`config.mk`:
```
export PLATFORM = sky130hd
export DESIGN_NAME = adc_avg_packer
export DESIGN_NICKNAME = d
export VERILOG_FILES = /design/src/rtl/adc_avg_packer.sv
export SDC_FILE = /design/constraint.sdc
export NUM_CORES = 1
export LEC_CHECK = 0
export ABC_CLOCK_PERIOD_IN_PS = 11240
export CAP_MARGIN = 15
export CORE_MARGIN = 1.5
export CORE_UTILIZATION = 40
export DETAILED_ROUTE_END_ITERATION = 12
export GPL_ROUTABILITY_DRIVEN = 0
export SYNTH_ARGS = -nofsm -noshare
export SYNTH_HDL_FRONTEND = slang
export SYNTH_SLANG_ARGS = --single-unit
```
`constraint.sdc`:
```
create_clock -name Clk -period 11.24 [get_ports Clk]
set_input_delay 2.248 -clock Clk [delete_from_list [all_inputs] [get_ports Clk]]
set_output_delay 2.248 -clock Clk [all_outputs]
set_load 0.05 [all_outputs]
```
`src/rtl/adc_avg_packer.sv`:
```
// Averages 2^AVG_LOG2 eight-channel ADC frames and streams each average set as an
// 11-word packet (header, count, 8 channels, checksum) over a valid/ready port.

module adc_avg_lane #(
  parameter int AVG_LOG2 = 2
) (
  input  logic        Clk,
  input  logic        Rst,
  input  logic        smp,
  input  logic        last,
  input  logic [15:0] val,
  output logic [15:0] avg
);
  localparam int AW = 16 + AVG_LOG2;

  logic signed [AW-1:0] acc;
  logic signed [AW-1:0] sum;
  logic        [AW-1:0] shifted;

  assign sum     = acc + AW'($signed(val));
  assign shifted = sum >>> AVG_LOG2;
  assign avg     = shifted[15:0];

  always_ff @(posedge Clk) begin
    if (Rst)      acc <= '0;
    else if (smp) acc <= last ? '0 : sum;
  end
endmodule

module adc_avg_packer #(
  parameter int          AVG_LOG2 = 2,
  parameter logic [15:0] HEADER   = 16'hA5A5
) (
  input  logic        Clk,
  input  logic        Rst,
  input  logic        Sample_vld,
  input  logic [15:0] Value1,
  input  logic [15:0] Value2,
  input  logic [15:0] Value3,
  input  logic [15:0] Value4,
  input  logic [15:0] Value5,
  input  logic [15:0] Value6,
  input  logic [15:0] Value7,
  input  logic [15:0] Value8,
  output logic [15:0] Dout,
  output logic        Dout_vld,
  input  logic        Dout_rdy,
  output logic [7:0]  Frame_cnt,
  output logic        Overrun
);
  localparam int NUM_LANES = 8;
  localparam int CW = (AVG_LOG2 > 0) ? AVG_LOG2 : 1;
  localparam logic [CW-1:0] LAST = CW'((1 << AVG_LOG2) - 1);

  localparam logic [2:0] S_IDLE = 3'd0;
  localparam logic [2:0] S_HDR  = 3'd1;
  localparam logic [2:0] S_CNT  = 3'd2;
  localparam logic [2:0] S_DATA = 3'd3;
  localparam logic [2:0] S_CSUM = 3'd4;

  logic [NUM_LANES-1:0][15:0] vals, avg, tx_buf, pend_buf, ld_src;
  logic [CW-1:0] frm;
  logic          last, done;
  logic [2:0]    state, idx;
  logic          pend_full;
  logic [7:0]    cnt_byte;
  logic [15:0]   csum, ld_csum;
  logic          fire, csum_fire, tx_free, ld_pend, ld_avg, ld, to_pend, drop;

  assign vals = {Value8, Value7, Value6, Value5, Value4, Value3, Value2, Value1};

  // With AVG_LOG2 == 0 the counter is pinned at LAST, so every strobe completes.
  assign last = (frm == LAST);
  assign done = Sample_vld & last;

  always_ff @(posedge Clk) begin
    if (Rst)             frm <= '0;
    else if (Sample_vld) frm <= last ? '0 : frm + CW'(1);
  end

  genvar g;
  generate
    for (g = 0; g < NUM_LANES; g++) begin : g_lane
      adc_avg_lane #(.AVG_LOG2(AVG_LOG2)) u_lane (
        .Clk  (Clk),
        .Rst  (Rst),
        .smp  (Sample_vld),
        .last (last),
        .val  (vals[g]),
        .avg  (avg[g])
      );
    end
  endgenerate

  assign fire      = Dout_vld & Dout_rdy;
  assign csum_fire = (state == S_CSUM) & fire;
  assign tx_free   = (state == S_IDLE) | csum_fire;
  // Pending is only ever full while TX is busy, so ld_pend fires on the CSUM handshake.
  assign ld_pend   = tx_free & pend_full;
  assign ld_avg    = tx_free & ~pend_full & done;
  assign ld        = ld_pend | ld_avg;
  // A pending slot being drained this edge can take a new average in the same edge.
  assign to_pend   = done & ~ld_avg & (~pend_full | ld_pend);
  assign drop      = done & ~ld_avg & pend_full & ~ld_pend;
  assign ld_src    = ld_pend ? pend_buf : avg;

  always_comb begin
    ld_csum = HEADER + {Frame_cnt, 8'h08};
    for (int i = 0; i < NUM_LANES; i++) ld_csum = ld_csum + ld_src[i];
  end

  always_ff @(posedge Clk) begin
    if (Rst) begin
      state     <= S_IDLE;
      idx       <= '0;
      pend_full <= 1'b0;
      Frame_cnt <= '0;
      Overrun   <= 1'b0;
      cnt_byte  <= '0;
      csum      <= '0;
      tx_buf    <= '0;
      pend_buf  <= '0;
    end else begin
      if (ld) begin
        tx_buf    <= ld_src;
        cnt_byte  <= Frame_cnt;
        csum      <= ld_csum;
        Frame_cnt <= Frame_cnt + 8'd1;
      end
      if (to_pend) begin
        pend_buf  <= avg;
        pend_full <= 1'b1;
      end else if (ld_pend) begin
        pend_full <= 1'b0;
      end
      if (drop) Overrun <= 1'b1;

      case (state)
        S_IDLE: if (ld) state <= S_HDR;
        S_HDR:  if (fire) state <= S_CNT;
        S_CNT:  if (fire) begin
          state <= S_DATA;
          idx   <= '0;
        end
        S_DATA: if (fire) begin
          if (idx == 3'd7) state <= S_CSUM;
          else             idx   <= idx + 3'd1;
        end
        S_CSUM: if (fire) state <= ld ? S_HDR : S_IDLE;
        default: state <= S_IDLE;
      endcase
    end
  end

  // Output word is a pure function of state, so it cannot move while stalled.
  always_comb begin
    Dout = 16'h0000;
    case (state)
      S_HDR:  Dout = HEADER;
      S_CNT:  Dout = {cnt_byte, 8'h08};
      S_DATA: Dout = tx_buf[idx];
      S_CSUM: Dout = csum;
      default: Dout = 16'h0000;
    endcase
  end

  assign Dout_vld = (state != S_IDLE);
endmodule

```
==> run metrics <==
outcome=finished, violations left; failing checks=DRC; most frequent cells in the layout=nor2_1 (527), dfxtp_1 (441), nand2_1 (404), a21oi_1 (339), ha_1 (176); Final WS setup=around 1500 ps; Largest stage delay, worst path=about 520 ps; Final Critical Period=9750 ps; Layout Cells excl Fill=4214; Worst Path Max Fanout=4; routed wl met2=between 30000 and 40000 um; clock sinks=442; internal power=between 6 and 7 mW; FF-to-FF Start=state[0]$_SDFFE_PP0P_; RSZ-0062 raised after global routing=false; TritonCTS clock tree=yes; HPWL after DPL=59000 um; Worst EP required=11740 ps; Max Clk Rate=103 MHz; # nets final=3716; synth top area cells=dfxtp_1 (33%), ha_1 (8.2%), fa_1 (7.5%); Slew headroom=24.3%; Fin. Hold Viols=0; Worst R2R Path Depth=26; via count=approximately 23000; post-route design area=around 0.031 mm2; P&R area growth vs syn=15.9%; Peak VDD IR=roughly 0.89 mV; first-pass detailed-route iteration total=9; ANT nets after route=0; Syn Nets=3646; number of cell rows=94; clock buffer depth=3; type of destination of the critical path=flip-flop; register bit count reported by yosys=442; dpl cells=4116; clk_skew=21.9 ps; flop-to-flop setup slack=3180 ps; layout cell share with drive strength beyond 1=under 10%; Synth Instances=roughly 3200; sequential share of the synthesized area=33.0%; number of flops mapped to enable cells by yosys=0; Clk pwr share=14.9%; Post-Syn Area=0.0268 mm2; root buf cell=clkbuf_16; clk slew on worst S/H paths=roughly 60 ps; DIE AREA=slightly below 0.07 mm2; PwrDens=401 mW/mm2; HP Class=reg2reg; CP max stage cell=fa_1; end of the worst hold path=csum[8]$_SDFFE_PP0P_; commonest non-fill, non-tap cell in the layout=nor2_1; Arr. time, crit path=just over 10000 ps; vias in the first global route=21500; # hold bufs at CTS=0; Logic pwr share=~71%; Yosys top cell by area=dfxtp_1; max layer used=met4; CP delay by family, top=adder cells; area of the multi-input gates=0.0168 mm2; drt via density=5.37; Synth Flop Type=dfxtp_1; period utilisation layout=86.7%; critical path class=in2reg; LEAKAGE=12.7 nW; post_cts resized=0; synth unique cells=83; Initial Util=40.6%; share of the synthesized area in the top cell type=33.0%; # IOs=158; async set or reset register ratio after synthesis=0%; CTS Buf Count=53; CP most frequent cell=fa_1; hold depth=2; Avg Synthesized Cell Area=8.28 um2; postcts setup bufs=0; Routed met1 length=38000 um; Fin Setup TNS=0 ps; DP Worst Slack=915 ps; Sw Ratio=46.0%; length of routed met3 wiring=4920 um; initial antenna violation count=1; DP Area=between 0.02 and 0.03 mm2; die height=262 um; NetSw=5.72 mW; Reg-to-Reg End=csum[15]$_SDFFE_PP0P_; Max Transition Viols Final=0; H-tree levels=2; DIE WIDTH=262 um; WL/cell=19.3 um; total track usage=23.9%; core area=0.0660 mm2; Setup violations, final=0; total gr overflow=0; worst slew pin tran=about 1100 ps; Worst Hold Slack=451 ps; first-pass GRT wire length=125000 um; Max Cap Viol=0; Worst Path Buf+Inv=2; largest net degree at the start of global routing=212; Reg power frac=13.7%; DRC=7; fillers=6365; antenna fix cells=0; FF/Latch Area=0.00885 mm2; Yosys Warn Count=0; Port-buffer cells=157; drt total wl=81300 um; CP Launch Type=input port; later-pin clock latency in the skew report=610 ps; First DRT Iteration DRCs=between 1500 and 2000; Hold Path Origin=csum[8]$_SDFFE_PP0P_
## sequential cells by signal, indices dropped and copies added (netlist names), 3 cells and up
signal             flops
cnt_byte               8
g_lane.u_lane.acc    144
pend_buf             128
tx_buf               128
csum                  16
idx                    3
state                  3
Frame_cnt              8
## cells by family after synthesis
| family | Yosys count | synth area share [%] |
|---|---|---|
| AND/OR/NAND/NOR | 1106 | 16.8 |
| AO/OA/AOI/OAI | 839 | 19.7 |
| flip-flops | 442 | 33.0 |
| buffers and inverters | 329 | 4.62 |
| adder cells (fa/ha/maj) | 277 | 15.8 |
| XOR/XNOR | 146 | 4.87 |
| multiplexers | 98 | 5.22 |
## per-stage QoR
step	utilization [%]	total power [mW]
2_1_floorplan	-	8.34
3_3_place_gp	44.2	10.4
3_5_place_dp	44.2	10.5
4_1_cts	47.1	12.4
5_1_grt	47.1	13.5
6_report	47.1	12.4
## power groups by stage
stage	combinational [mW]	clock [mW]	sequential [mW]
after detailed placement	8.74	0	1.74
after floorplan	6.61	0	1.73
final	8.87	1.86	1.71
after global routing	9.85	1.95	1.72
after global placement	8.66	0	1.74
after CTS	8.79	1.89	1.71
## worst max path at each step
| stage | cells after the start | end | from | slack, ps |
|---|---|---|---|---|
| after floorplan | 30 | csum[15]$_SDFFE_PP0P_ | Value3[0] | 2130 |
| after global placement | 31 | csum[15]$_SDFFE_PP0P_ | Value4[0] | 970 |
| after detailed placement | 31 | csum[15]$_SDFFE_PP0P_ | Value4[0] | 920 |
| after CTS | 31 | csum[15]$_SDFFE_PP0P_ | Value4[0] | 1550 |
| after global routing | 31 | csum[15]$_SDFFE_PP0P_ | Value4[0] | 990 |
| final | 31 | csum[15]$_SDFFE_PP0P_ | Value4[0] | 1490 |
## worst reg2reg max path: cells and delay by family, from the launching register on
kind,cells,cell delay [ps]
flops,1,790
simple gates,4,690
xor+xnor,4,870
mux,1,400
buf+inv,3,780
fa+ha+maj,7,2820
compound gates,7,1590
## layout make-up
class                           instances  area share (%)
Tap cell                              864            3.48
Multi-Input combinational cell       2466            54.0
Sequential cell                       442            28.5
Timing Repair Buffer                  193            6.07
Clock inverter                         24            1.03
Clock buffer                           74            5.04
Inverter                              151            1.83
## synth_stat cells (all sizes together) (54+ instances only)
master	instances
nor2	529
dfxtp	442
nand2	406
a21oi	342
ha	176
clkbuf	151
inv	150
o21ai	129
xnor2	109
fa	101
a22oi	89
a211oi	84
mux2i	62
nor3	54
## layer usage
layer / global-route usage, % / vias to the layer above
li1: - / 11300
met1: 33.6 / 10600
met2: 36.9 / 582
met3: 3.84 / 115
met4: 8.45 / 0
met5: 0 / -
No activity file was read; power rests on OpenSTA's default activity.
